## config.mk

```make
export PLATFORM = sky130hd
export DESIGN_NAME = alu_exec_ctrl
export DESIGN_NICKNAME = d
export VERILOG_FILES = /design/src/rtl/alu_exec_ctrl.sv
export SDC_FILE = /design/constraint.sdc
export NUM_CORES = 1
export LEC_CHECK = 0
export BUFFER_PORTS_ARGS = -buffer_cell sky130_fd_sc_hd__buf_4
export CAP_MARGIN = 20
export CORE_AREA = 2 2 117 130
export DETAILED_ROUTE_END_ITERATION = 8
export DIE_AREA = 0 0 119 132
export PLACE_DENSITY_LB_ADDON = 0.2
export SLEW_MARGIN = 25
export SYNTH_ARGS = -nofsm -noshare
export SYNTH_HDL_FRONTEND = slang
export SYNTH_SLANG_ARGS = --single-unit
```

## constraint.sdc

```tcl
create_clock -name in_Clk -period 2.5 [get_ports in_Clk]
set_input_delay 0.125 -clock in_Clk [delete_from_list [all_inputs] [get_ports in_Clk]]
set_output_delay 0.125 -clock in_Clk [all_outputs]
set_load 0.01 [all_outputs]
```

## src/rtl/alu_exec_ctrl.sv

```systemverilog
// Execute-stage sequencer for the data-processing ALU: accepts one decoded op, tests its
// ARM condition against the owned CNZV flag register, drives the ALU and hands off writeback.
module alu_exec_ctrl #(
  parameter int WIDTH = 32
) (
  input  logic             in_Clk,
  input  logic             in_Rst,
  input  logic             in_Valid,
  output logic             out_Ready,
  input  logic [3:0]       in_Cond,
  input  logic [3:0]       in_Opcode,
  input  logic             in_Set_cond,
  input  logic [3:0]       in_Rd,
  input  logic [WIDTH-1:0] in_Rn_val,
  input  logic [WIDTH-1:0] in_Op2_val,
  input  logic             in_Barrel_carry,
  output logic [WIDTH-1:0] out_Alu_Rn,
  output logic [WIDTH-1:0] out_Alu_Op2,
  output logic             out_Alu_Barrel_carry,
  output logic [3:0]       out_Alu_Opcode,
  output logic [3:0]       out_Alu_CNZV,
  output logic             out_Alu_Set_cond,
  input  logic [WIDTH-1:0] in_Alu_Y,
  input  logic [3:0]       in_Alu_CNZV,
  input  logic             in_Alu_Writeback,
  input  logic             in_Flags_we,
  input  logic [3:0]       in_Flags_data,
  output logic [3:0]       out_CNZV,
  output logic             out_Wb_valid,
  input  logic             in_Wb_ready,
  output logic [3:0]       out_Wb_Rd,
  output logic [WIDTH-1:0] out_Wb_data
);

  typedef enum logic [1:0] {
    ST_IDLE = 2'd0,
    ST_EXEC = 2'd1,
    ST_RESP = 2'd2
  } state_e;

  state_e           state_q, state_d;

  logic [3:0]       cond_q;
  logic [3:0]       opcode_q;
  logic             set_cond_q;
  logic [3:0]       rd_q;
  logic [WIDTH-1:0] rn_q;
  logic [WIDTH-1:0] op2_q;
  logic             barrel_carry_q;

  logic [3:0]       flags_q, flags_d;
  logic             wb_valid_q, wb_valid_d;
  logic [3:0]       wb_rd_q, wb_rd_d;
  logic [WIDTH-1:0] wb_data_q, wb_data_d;

  logic             capture;
  logic             ready_st;
  logic             alu_set_cond;
  logic             exec_pass;

  // Flag vector layout is {C, N, Z, V}.
  function automatic logic cond_pass(input logic [3:0] cond, input logic [3:0] cnzv);
    logic c, n, z, v;
    logic r;
    c = cnzv[3];
    n = cnzv[2];
    z = cnzv[1];
    v = cnzv[0];
    case (cond)
      4'b0000: r = z;
      4'b0001: r = !z;
      4'b0010: r = c;
      4'b0011: r = !c;
      4'b0100: r = n;
      4'b0101: r = !n;
      4'b0110: r = v;
      4'b0111: r = !v;
      4'b1000: r = c && !z;
      4'b1001: r = !c || z;
      4'b1010: r = (n == v);
      4'b1011: r = (n != v);
      4'b1100: r = !z && (n == v);
      4'b1101: r = z || (n != v);
      4'b1110: r = 1'b1;
      default: r = 1'b0;
    endcase
    return r;
  endfunction

  assign exec_pass = cond_pass(cond_q, flags_q);

  always_comb begin
    state_d      = state_q;
    flags_d      = in_Flags_we ? in_Flags_data : flags_q;
    wb_valid_d   = wb_valid_q;
    wb_rd_d      = wb_rd_q;
    wb_data_d    = wb_data_q;
    capture      = 1'b0;
    ready_st     = 1'b0;
    alu_set_cond = 1'b0;
    case (state_q)
      ST_IDLE: begin
        ready_st = 1'b1;
        if (in_Valid) begin
          capture = 1'b1;
          state_d = ST_EXEC;
        end
      end
      ST_EXEC: begin
        state_d = ST_IDLE;
        if (exec_pass) begin
          alu_set_cond = set_cond_q;
          // An ALU flag update overrides a same-cycle direct flag write.
          if (set_cond_q) flags_d = in_Alu_CNZV;
          if (in_Alu_Writeback) begin
            wb_valid_d = 1'b1;
            wb_rd_d    = rd_q;
            wb_data_d  = in_Alu_Y;
            state_d    = ST_RESP;
          end
        end
      end
      ST_RESP: begin
        if (in_Wb_ready) begin
          wb_valid_d = 1'b0;
          state_d    = ST_IDLE;
        end
      end
      default: state_d = ST_IDLE;
    endcase
  end

  always_ff @(posedge in_Clk) begin
    if (in_Rst) begin
      state_q    <= ST_IDLE;
      flags_q    <= '0;
      wb_valid_q <= 1'b0;
      wb_rd_q    <= '0;
      wb_data_q  <= '0;
    end else begin
      state_q    <= state_d;
      flags_q    <= flags_d;
      wb_valid_q <= wb_valid_d;
      wb_rd_q    <= wb_rd_d;
      wb_data_q  <= wb_data_d;
    end
  end

  // Captured op fields stay put until the next accept so the ALU inputs are stable in EXEC.
  always_ff @(posedge in_Clk) begin
    if (in_Rst) begin
      cond_q         <= '0;
      opcode_q       <= '0;
      set_cond_q     <= 1'b0;
      rd_q           <= '0;
      rn_q           <= '0;
      op2_q          <= '0;
      barrel_carry_q <= 1'b0;
    end else if (capture) begin
      cond_q         <= in_Cond;
      opcode_q       <= in_Opcode;
      set_cond_q     <= in_Set_cond;
      rd_q           <= in_Rd;
      rn_q           <= in_Rn_val;
      op2_q          <= in_Op2_val;
      barrel_carry_q <= in_Barrel_carry;
    end
  end

  assign out_Ready            = ready_st && !in_Rst;
  assign out_Alu_Rn           = rn_q;
  assign out_Alu_Op2          = op2_q;
  assign out_Alu_Barrel_carry = barrel_carry_q;
  assign out_Alu_Opcode       = opcode_q;
  assign out_Alu_CNZV         = flags_q;
  assign out_Alu_Set_cond     = alu_set_cond;
  assign out_CNZV             = flags_q;
  assign out_Wb_valid         = wb_valid_q;
  assign out_Wb_Rd            = wb_rd_q;
  assign out_Wb_data          = wb_data_q;

endmodule

```

; Yosys cells after proc, flatten, opt, wreduce, memory -nomap -nowiden
; Index checks and enable logic that the tools add are counted.
[word_totals]
ff_bits = 121
output_inout_bits = 116
[op_classes]
n_eq_ne = 22
n_reduce_logical = 16
mux = 19
[ops]
columns = op, count
row1 = $eq A4 B4 Y1 const B, 7
row2 = $eq A4 B3 Y1 const B, 4
row3 = $mux W4, 4
row4 = $pmux W1 S15, 1
row5 = $eq A4 B2 Y1 const B, 2
row6 = $mux W1, 8
row7 = $mux W2, 4
row8 = $ne A2 B2 Y1 const B, 4
row9 = $pmux W2 S3, 1
row10 = $logic_not A1 Y1, 5
row11 = $eq A4 B1 Y1 const B, 1
row12 = $logic_not A4 Y1, 1
row13 = $reduce_and A4 Y1, 1
row14 = $logic_and A1 B1 Y1, 3
row15 = $reduce_and A3 Y1, 1
row16 = $eq A2 B1 Y1 const B, 1
row17 = $eq A2 B2 Y1 const B, 1
row18 = $logic_not A2 Y1, 1
row19 = $logic_or A1 B1 Y1, 2
row20 = $pmux W1 S2, 1
row21 = $reduce_and A2 Y1, 1
row22 = $reduce_bool A2 Y1, 1
row23 = $eq A1 B1 Y1, 1
row24 = $ne A1 B1 Y1, 1

; Depth between registers and ports, before layout
[logic_depth]
ltp_word = 5
ltp_mapped = 9
depth_no_buf = 6

; Worst setup path before layout
; No wires, ideal clock.
[synth_path]
path_kind = register to register
startpoint = reg flags_q[1] (netlist: out_Alu_CNZV[1])
endpoint = reg wb_data_q[17] (netlist: out_Wb_data[17])
arrival_ns = 1.831
setup_ns = 0.072
slack_ns = 0.597
stages_incl_launch_ff = 8
path_cell_list = dfxtp_1 -> and3b_4 -> a2111oi_4 -> o32ai_2 -> a21oi_4 -> buf_6 -> buf_12 -> mux2i_1
[synth_between]
elab_chain_cells = 4
word_cells_on_any_way = 7
[synth_rtl]
columns = item, line
row1 = "start, declared", 51  ; logic [3:0] flags_q, flags_d;
row2 = "start signal, assigned", 142  ; flags_q <= flags_d;
row3 = $logic_not A1 Y1, "71, 78, 82"
row4 = "$logic_and A1 B1 Y1, on equally long branches", "82, 78"
row5 = $pmux W1 S15 *, 69  ; case (cond)
row6 = $reduce_and A3 Y1 (no line) *, --
row7 = "end signal, assigned", 145  ; wb_data_q <= wb_data_d;
row8 = "end, declared", 54  ; logic [WIDTH-1:0] wb_data_q, wb_data_d;
; Every way passes the cells marked *; elsewhere a longest branch is shown, timed or not.
; A chain may end at the register's enable or synchronous reset.

; Final worst setup path
[layout_path]
startpoint = reg flags_q[1] (netlist: out_Alu_CNZV[1])
endpoint = out out_Alu_Set_cond
[layout_between]
elab_chain_cells = 5
word_cells_on_any_way = 8
[layout_rtl]
columns = item, line
row1 = $logic_not A1 Y1, "71, 78, 82"
row2 = "$logic_and A1 B1 Y1, on equally long branches", "82, 78"
row3 = $pmux W1 S15 *, 69
row4 = $mux W1 *, 111  ; if (exec_pass) begin
row5 = $mux W1 *, 101  ; case (state_q)
row6 = "end, declared", 22  ; output logic out_Alu_Set_cond,
; Marked as above.

==> results.ini <==
[setup_path]
r2r_slack_ns=0.38
crit_arrival_ns=2.23
crit_fanout=9
r2r-start=cond_q[3]
critPathKind=flip-flop to output port
cp-start-kind=flip-flop
r2r-end=out_Wb_data[25]
cp-end-kind=output port
crit_required_ns=2.38
rr_worst_depth=7

[timing]
rsz0062_at_grt=false
fin_crit_sh=0.943
max_slew.worst_pin.slew_ns=0.696
fin_ws_ns=0.142
max_slew_margin=0.536
fmax_ghz=0.424
hold_viol_final=0
final.setup.tns_ns=0
finClkSkew_ns=0.00741
drv_slew=0
period_minus_slack_ns=2.36
setup_viol=0

[detailed_routing]
drc=0
vias=5123
avgViaCountPerCell=4.61
antenna_left=0
drt_first_iter_violations=272
wire_per_inst_um=13.5
drt_wl_total_mm=15.1
first_pass_iters=4

[floorplanning]
die_h_um=132
initial_core_util=0.345
dieArea_um2=15700
core_area_um2=14300
die_w_um=119
rows=46
ios=240

[global_routing]
grt_max_degree=93
grt_antenna_before_repair=0
grt_pass1_wl_mm=24.8
grt_pass1_vias=5264
gr-usage-all-layers=0.194
grt.overflow.total=0

[yosys]
synth.most_common_cell=nand2_1
synth_cells=578
synth_commonest_cells=160 x nand2_1, 121 x dfxtp_1, 85 x a21oi_1, 74 x nand2b_1, 36 x mux2i_1
synthArstFlopShare=0
syn_area_per_cell_um2=8.56
ys.flop_type=dfxtp_1
synth-edff-count=0
yosysSeqAreaShare=0.490
syn_nets=702
ys_ff_latch=121
netlist.area_leader.share=0.490
synth_cell_types=42
ys_warn_count=0
netlist_area_um2=4950
synth.largest_area_cell=dfxtp_1
synth.area.top_cells=dfxtp_1 49%, nand2_1 12%, nand2b_1 9.4%

[worst_hold_path]
worst_hold_startpoint=in_Alu_Y[23]
hold_class=input port to flip-flop
hold_end=out_Wb_data[23]
holdPathStages=3

[placed_design]
io_buffers=239
routabilityCongestion=0.766
dp_slack_ns=0.306
place_hpwl_mm=9.82

[job]
drv_cap=0

[power_and_ir_drop]
leakage_nw=3.66
power.density_nw_per_um2=627
peakVddDrop_mv=0.394
finalPower_mw=5.35

[outcome]
status=finished, final reports clean

[clock_tree]
tritoncts=yes
cts_buffer_depth=2
numCtsBuffers=17
path_clk_slew_ns=0.05
cts_root_buf=clkbuf_16
cts_max_level=4
clkLatencyLatePin_ns=0.40
clock_sinks=121

[layout]
diodes=0
layout.nets=1031
drive_gt1_frac=0.315
regArea_um2=2420
area_growth_pct=72.5
nFillCells=1222
multi_input_area_um2=2270

==> power breakdown <==
part | switching, mW | internal [mW] | leakage, nW | total [mW]
sequential | 0.0697 | 2.03 | 0.990 | 2.10
combinational | 0.335 | 0.465 | 2.38 | 0.799
clock | 0.833 | 1.62 | 0.293 | 2.46
total | 1.24 | 4.11 | 3.66 | 5.35
==> state kept, by name (all words and copies together) (netlist names) <==
| signal | cells |
|---|---|
| cond_q | 4 |
| out_Wb_data | 32 |
| out_Alu_Rn | 32 |
| out_Alu_CNZV | 4 |
| set_cond_q | 1 |
| out_Wb_Rd | 4 |
| out_Wb_valid | 1 |
| state_q | 2 |
| out_Alu_Op2 | 32 |
| out_Alu_Barrel_carry | 1 |
| out_Alu_Opcode | 4 |
| rd_q | 4 |
==> per-layer routing <==
layer	global-route usage	vias to the layer above	part of all wire
met5	0	-	0
met4	0.0926	0	0.029
met3	0.0631	35	0.058
met2	0.335	173	0.52
met1	0.215	2358	0.39
li1	-	2557	-
==> worst max-delay path by stage <==
stage / endpoint / from / slack [ns]
2_1_floorplan: out_Wb_data[17] / out_Alu_CNZV[1] / 0.60
3_3_place_gp: out_Wb_data[31] / cond_q[1] / 0.44
3_5_place_dp: out_Wb_data[25] / cond_q[1] / 0.31
4_1_cts: out_Alu_Set_cond / cond_q[1] / 0.04
5_1_grt: out_Alu_Set_cond / out_Alu_CNZV[1] / 0.04
6_report: out_Alu_Set_cond / out_Alu_CNZV[1] / 0.14
==> kinds of logic after synthesis <==
| logic type | Yosys count | share of synthesized area |
|---|---|---|
| flops | 121 | 0.490 |
| buf+inv | 49 | 0.0514 |
| xor+xnor | 1 | 0.00177 |
| mux | 41 | 0.0842 |
| compound gates | 102 | 0.120 |
| simple gates | 264 | 0.253 |
==> metrics by stage <==
| step | cells | area (µm²) | hold slack (ns) | utilization |
|---|---|---|---|---|
| 2_1_floorplan | 578 | 4950 | 0.247 | - |
| 3_3_place_gp | 970 | 6820 | 0.354 | 0.476 |
| 3_5_place_dp | 970 | 6820 | 0.358 | 0.476 |
| 4_1_cts | 1112 | 8530 | 0.000100 | 0.595 |
| 5_1_grt | 1112 | 8530 | 0.0141 | 0.595 |
| 6_report | 1112 | 8530 | 0.0167 | 0.595 |
==> timing repair <==
| action | in CTS | in global routing |
|---|---|---|
| hold endpoints to repair | 110 | 0 |
| setup buffers | 0 | 0 |
| hold buffers | 110 | 0 |
| gates resized for setup | 0 | 1 |
| endpoints found under the setup margin | 0 | 1 |
==> area by class of cell <==
cell class | instances | share of cell area
inverters | 2 | 0.000880
multi-input cells | 408 | 0.267
repair buffers | 357 | 0.349
clock inverters | 6 | 0.00998
clock buffers | 26 | 0.0609
well taps | 192 | 0.0282
flip-flops and latches | 121 | 0.284
==> critical path: stages, from the launching register on <==
cell	delay [ns]
dfxtp_1	0.50
and3b_4	0.27
a2111oi_4	0.38
o32ai_2	0.18
or2_1	0.30
nand2_1	0.09
buf_4	0.12
==> cells in the final DEF (no fill, tap or decap), types with 3 or more instances in the layout <==
| master | n |
|---|---|
| a21oi_1 | 85 |
| nor3_1 | 10 |
| clkbuf_1 | 3 |
| nand2b_1 | 74 |
| nor3b_1 | 4 |
| mux2_2 | 5 |
| mux2i_1 | 36 |
| clkbuf_16 | 17 |
| buf_4 | 245 |
| nor2_1 | 3 |
| dlygate4sd3_1 | 110 |
| dfxtp_1 | 120 |
| nand2_1 | 159 |
| clkbuf_8 | 6 |
(Power assumes the default switching activity.)
